<file path="src/rtl/pool2x2_stream.sv">
// pool2x2_stream: 2x2, stride-2 max/average pooling over a raster-ordered
// feature map. Even rows pre-combine pixel pairs into an internal line
// buffer, odd rows finish the 2x2 window and emit one registered result.
module pool2x2_stream #(
    parameter int DATA_W = 32,
    parameter int IMG_W  = 24,
    parameter int IMG_H  = 24,
    parameter int SIGNED = 0,
    parameter int MODE   = 0
) (
    input  logic              clk,
    input  logic              rst_n,
    input  logic              frame_start,
    input  logic [DATA_W-1:0] in_data,
    input  logic              in_vld,
    output logic [DATA_W-1:0] out_data,
    output logic              out_vld,
    output logic              out_eol,
    output logic              out_eof
);

    localparam int HALF_W = IMG_W / 2;
    localparam int CW     = $clog2(IMG_W);
    localparam int RW     = $clog2(IMG_H);
    localparam int LW     = (HALF_W > 1) ? $clog2(HALF_W) : 1;
    localparam int EW     = DATA_W + 2;

    localparam logic [CW-1:0] COL_LAST = CW'(IMG_W - 1);
    localparam logic [RW-1:0] ROW_LAST = RW'(IMG_H - 1);

    logic [CW-1:0]     colCnt_q, colCnt_d, colPos;
    logic [RW-1:0]     rowCnt_q, rowCnt_d, rowPos;
    logic [DATA_W-1:0] holdReg_q;
    logic [DATA_W:0]   lineBuf_q [HALF_W];
    logic [LW-1:0]     lbIdx;

    logic [EW-1:0]     pairVal, quadVal, quadShift;
    logic [DATA_W-1:0] pooled;

    logic [DATA_W-1:0] outData_q;
    logic              outVld_q, outEol_q, outEof_q;
    logic              unusedBits;

    // Widen a pixel to the two-guard-bit working width, honouring signedness.
    function automatic logic [EW-1:0] extPix(input logic [DATA_W-1:0] x);
        if (SIGNED != 0) return {{2{x[DATA_W-1]}}, x};
        else             return {2'b00, x};
    endfunction

    // Widen a stored pair result (one guard bit) to the working width.
    function automatic logic [EW-1:0] extPair(input logic [DATA_W:0] x);
        if (SIGNED != 0) return {x[DATA_W], x};
        else             return {1'b0, x};
    endfunction

    // Combine two widened operands. Zero-extended unsigned values are never
    // negative at this width, so a signed compare is correct in both modes.
    function automatic logic [EW-1:0] combine(input logic [EW-1:0] a, input logic [EW-1:0] b);
        if (MODE != 0)                 return a + b;
        else if ($signed(a) > $signed(b)) return a;
        else                           return b;
    endfunction

    // Effective raster position of this beat; a frame restart forces (0,0)
    // and the row/column counters advance on every accepted beat.
    always_comb begin
        colPos   = frame_start ? '0 : colCnt_q;
        rowPos   = frame_start ? '0 : rowCnt_q;
        colCnt_d = colPos;
        rowCnt_d = rowPos;
        if (in_vld) begin
            if (colPos == COL_LAST) begin
                colCnt_d = '0;
                rowCnt_d = (rowPos == ROW_LAST) ? '0 : rowPos + 1'b1;
            end else begin
                colCnt_d = colPos + 1'b1;
            end
        end
        lbIdx = LW'(colPos >> 1);
    end

    // Pair and 2x2 combine; average mode divides the four-pixel sum with a
    // floor shift before truncating back to the pixel width.
    always_comb begin
        pairVal = combine(extPix(holdReg_q), extPix(in_data));
        quadVal = combine(extPair(lineBuf_q[lbIdx]), pairVal);
        if (MODE != 0) begin
            if (SIGNED != 0) quadShift = $signed(quadVal) >>> 2;
            else             quadShift = quadVal >> 2;
        end else begin
            quadShift = quadVal;
        end
        pooled = quadShift[DATA_W-1:0];
    end

    assign unusedBits = ^{pairVal[EW-1], quadShift[EW-1:DATA_W]};

    // Line buffer holds even-row pair results; every entry is rewritten
    // before it is read, so it needs no reset.
    always_ff @(posedge clk) begin
        if (in_vld && !rowPos[0] && colPos[0]) begin
            lineBuf_q[lbIdx] <= pairVal[DATA_W:0];
        end
    end

    // Counters, pixel hold register and registered output strobes.
    always_ff @(posedge clk or negedge rst_n) begin
        if (!rst_n) begin
            colCnt_q  <= '0;
            rowCnt_q  <= '0;
            holdReg_q <= '0;
            outData_q <= '0;
            outVld_q  <= 1'b0;
            outEol_q  <= 1'b0;
            outEof_q  <= 1'b0;
        end else begin
            colCnt_q <= colCnt_d;
            rowCnt_q <= rowCnt_d;
            outVld_q <= 1'b0;
            outEol_q <= 1'b0;
            outEof_q <= 1'b0;
            if (in_vld && !colPos[0]) begin
                holdReg_q <= in_data;
            end
            if (in_vld && rowPos[0] && colPos[0]) begin
                outVld_q  <= 1'b1;
                outData_q <= pooled;
                outEol_q  <= (colPos == COL_LAST);
                outEof_q  <= (colPos == COL_LAST) && (rowPos == ROW_LAST);
            end
        end
    end

    assign out_data = outData_q;
    assign out_vld  = outVld_q;
    assign out_eol  = outEol_q;
    assign out_eof  = outEof_q;

endmodule
</file>
<file path="config.mk">
export PLATFORM = sky130hd
export DESIGN_NAME = pool2x2_stream
export DESIGN_NICKNAME = d
export VERILOG_FILES = /design/src/rtl/pool2x2_stream.sv
export SDC_FILE = /design/constraint.sdc
export NUM_CORES = 1
export LEC_CHECK = 0
export CELL_PAD_IN_SITES_DETAIL_PLACEMENT = 0
export CELL_PAD_IN_SITES_GLOBAL_PLACEMENT = 1
export CORE_MARGIN = 2
export CORE_UTILIZATION = 50
export DETAILED_ROUTE_END_ITERATION = 10
export PLACE_DENSITY_LB_ADDON = 0.1
export SLEW_MARGIN = 20
export SYNTH_ARGS = -nofsm -noshare
export SYNTH_HDL_FRONTEND = slang
export SYNTH_SLANG_ARGS = --single-unit
export TNS_END_PERCENT = 30
</file>
<file path="constraint.sdc">
create_clock -name clk -period 8.4 [get_ports clk]
set_input_delay 1.68 -clock clk [delete_from_list [all_inputs] [get_ports clk]]
set_output_delay 1.68 -clock clk [all_outputs]
set_load 0.02 [all_outputs]
</file>
==> impl_metrics.tcl <==
set metrics [dict create \
    status "finished, final reports clean" \
    yosys.area_share.simple 0.0432 \
    dieArea_um2 40500 \
    core_area_um2 38600 \
    slowest_delay_ns 0.83 \
    num_rows 72 \
    finalCoreUtilization 0.580 \
    yosysSeqAreaShare 0.691 \
    clockBufferDepth 3 \
    peakVddDrop_uv 197 \
    cp.required_ns 8.85 \
    grt_max_degree 94 \
    area_delta_synth_final_pct 14.9 \
    portBuffers 70 \
    synth_top_family_by_area "compound AO/OA/AOI/OAI gates" \
    die_h_um 201 \
    syn_nets 1446 \
    synth_mux_area_frac 0.0198 \
    maxSlewViolCount 0 \
    htree_levels 2 \
    post_cts_resized 0 \
    synth_compound_area_frac 0.163 \
    relSlewSlack 0.322 \
    antenna_found_initial 0 \
    clock-sinks 461 \
    post-route-period-util 0.799 \
    ioPinCount 71 \
    num_antenna_cells 0 \
    synth_edf_count 384 \
    slowest_stage "o21ai_4" \
    final_cells 1970 \
    synth_xor_area_frac 0.00135 \
    vias_per_cell 5.88 \
    final_common_cell "edfxtp_1" \
    hold_path_class "reg2reg" \
    dr.first_iter.drc_count 910 \
    clkSlewWorstSetupHoldPaths_ns 0.06 \
    dp_hpwl_um 27800 \
    tritoncts "done" \
    rsz0062_at_grt "no" \
    cp_data_arrival_time_ns 7.17 \
    synthArstFlopShare 0.167 \
    fmax_mhz 149 \
    crit_fanout 21 \
    fin_skew_ns 0.0227 \
    power_density_nw_per_um2 238 \
    overflow 0 \
    hold_viol 0 \
    period_needed_ns 6.71 \
    grt_pass1_wl_um 72800 \
    ant_nets 0 \
    final_cell_mix "edfxtp_1, nand2_1, inv_1" \
    cp-start-kind "primary input" \
    vias 11592 \
    drc 0 \
    synth-adder-area-share 0.0424 \
    drt-pass1-iter-count 5 \
    grt_pass1_vias 11615 \
    synthFlopType "edfxtp_1" \
    syn_inst 1344 \
    tightest_slew_ns 1.02 \
    tns_ns 0 \
    worstSetupEndpointType "flop" \
    synth_cell_types 55 \
    syn_area_um2 19500 \
    globalplace.congestion 0.825 \
    track_usage 0.241 \
    drive_gt1_frac 0.0999 \
    cts_root_buf "clkbuf_16" \
    cts_hold_buf 0 \
    setup_viol 0 \
    cts_setup_buffers 0 \
    start_util 0.505 \
    post-place-cells 1888 \
    yosys_warnings 0 \
    synth-seq-cells 461 \
    max-cap-violations 0 \
    nNetsFinal 1521 \
    routed_wl_um 47600 \
    syn_avg_cell_area_um2 14.5 \
    cts_buffers 47 \
    insertion_delay_ns 0.60 \
    cp_cell_sequence "clkdlybuf4s50_1 > inv_1 > ha_1 > a21oi_1 > o21ai_1 > a221oi_1 > o211ai_1 > o21ai_4 > buf_4 > mux2i_1 > ha_1 > nand4_1 > nor4_1 > nand2_1 > nand4_1 > o211ai_2 > nand2_1 > buf_4 > o21ai_1" \
    dieWidth_um 201 \
    routedWlPerCell_um 24.2 \
    p_leak_nw 8.24 \
    path_class "in2reg" \
]
## routing by layer
layer	up-vias	part of all wire	GRT usage
met1	5809	0.44	0.332
met4	0	0.031	0.0867
li1	5427	-	-
met5	-	0	0
met2	266	0.49	0.396
met3	90	0.042	0.0305
## flip-flops by register name, summed over array words and instances (netlist names)
name,flops
rowCnt_q,5
out_data,32
out_eof,1
lineBuf_q,384
holdReg_q,32
out_eol,1
out_vld,1
colCnt_q,5
## cells by family (layout without fill, tap and decap cells)
kind of cell,after synthesis,in the layout
buffers and inverters,181,289
XOR/XNOR,3,3
AND/OR/NAND/NOR,186,186
adder cells (fa/ha/maj),66,66
AO/OA/AOI/OAI,409,409
multiplexers,38,38
flip-flops,461,461
## per-stage QoR
step | worst slack, ns | hold WS, ns | cell area [um2] | power (W)
finish | 1.69 | 0.481 | 22400 | 0.00533
global route | 1.14 | 0.521 | 22400 | 0.00553
CTS | 1.71 | 0.490 | 22400 | 0.00537
detailed placement | 1.07 | 0.475 | 20900 | 0.00332
global placement | 1.16 | 0.479 | 20900 | 0.00331
floorplan | 3.19 | 0.446 | 19500 | 0.00309
## power by group
group / switching (W) / internal (W) / leakage (nW)
sequential: 0.0000262 / 0.00261 / 4.48
combinational: 0.000425 / 0.000209 / 3.01
clock: 0.000870 / 0.00119 / 0.748
total: 0.00132 / 0.00401 / 8.24
## worst max-delay path: cells and delay by family
family	cells	cell delay (ns)
AND/OR/NAND/NOR	5	1.55
buffers and inverters	4	1.16
AO/OA/AOI/OAI	7	1.80
multiplexers	1	0.39
adder cells (fa/ha/maj)	2	0.56
## Yosys cell counts, types with 4 or more instances
cell type | instances | area (um2)
a21oi_1 | 31 | 155
a221oi_1 | 86 | 753
a221oi_2 | 10 | 150
a22o_1 | 92 | 806
a2bb2oi_1 | 30 | 263
and2_1 | 4 | 25.0
buf_2 | 22 | 110
buf_4 | 9 | 67.6
buf_6 | 4 | 45.0
clkbuf_1 | 44 | 165
dfrtp_1 | 77 | 1930
edfxtp_1 | 384 | 11500
ha_1 | 66 | 826
inv_1 | 98 | 368
mux2_2 | 4 | 45.0
mux2i_1 | 34 | 340
nand2_1 | 101 | 379
nand2b_1 | 6 | 37.5
nand3_1 | 10 | 50.1
nand4_1 | 15 | 93.8
nor2_1 | 29 | 109
nor2b_1 | 7 | 43.8
o21ai_0 | 41 | 205
o21ai_1 | 33 | 165
o22ai_1 | 31 | 194
o31a_1 | 30 | 263
## area by class of cell
class / count / area, um2
well taps: 518 / 648
inverters: 100 / 375
fillers: 3142 / 16200
multi-input cells: 702 / 5370
flip-flops and latches: 461 / 13500
repair buffers: 107 / 1010
clock buffers: 57 / 1250
clock inverters: 25 / 258
## worst paths after layout
check / slack, ns / end / from / depth (start not counted)
worst max-delay path: 1.69 / out_data[28] / in_data[23] / 19
worst min-delay path: 0.48 / out_eof / rowCnt_q[3] / 1
worst max register to register: 2.93 / out_data[28] / holdReg_q[30] / 17
worst min register to register: 0.48 / out_eof / rowCnt_q[3] / 1
max in group asynchronous: 6.36 / out_data[15] / rst_n / 2
min in group asynchronous: 0.97 / rowCnt_q[2] / rst_n / 1
(Power assumes the default switching activity.)
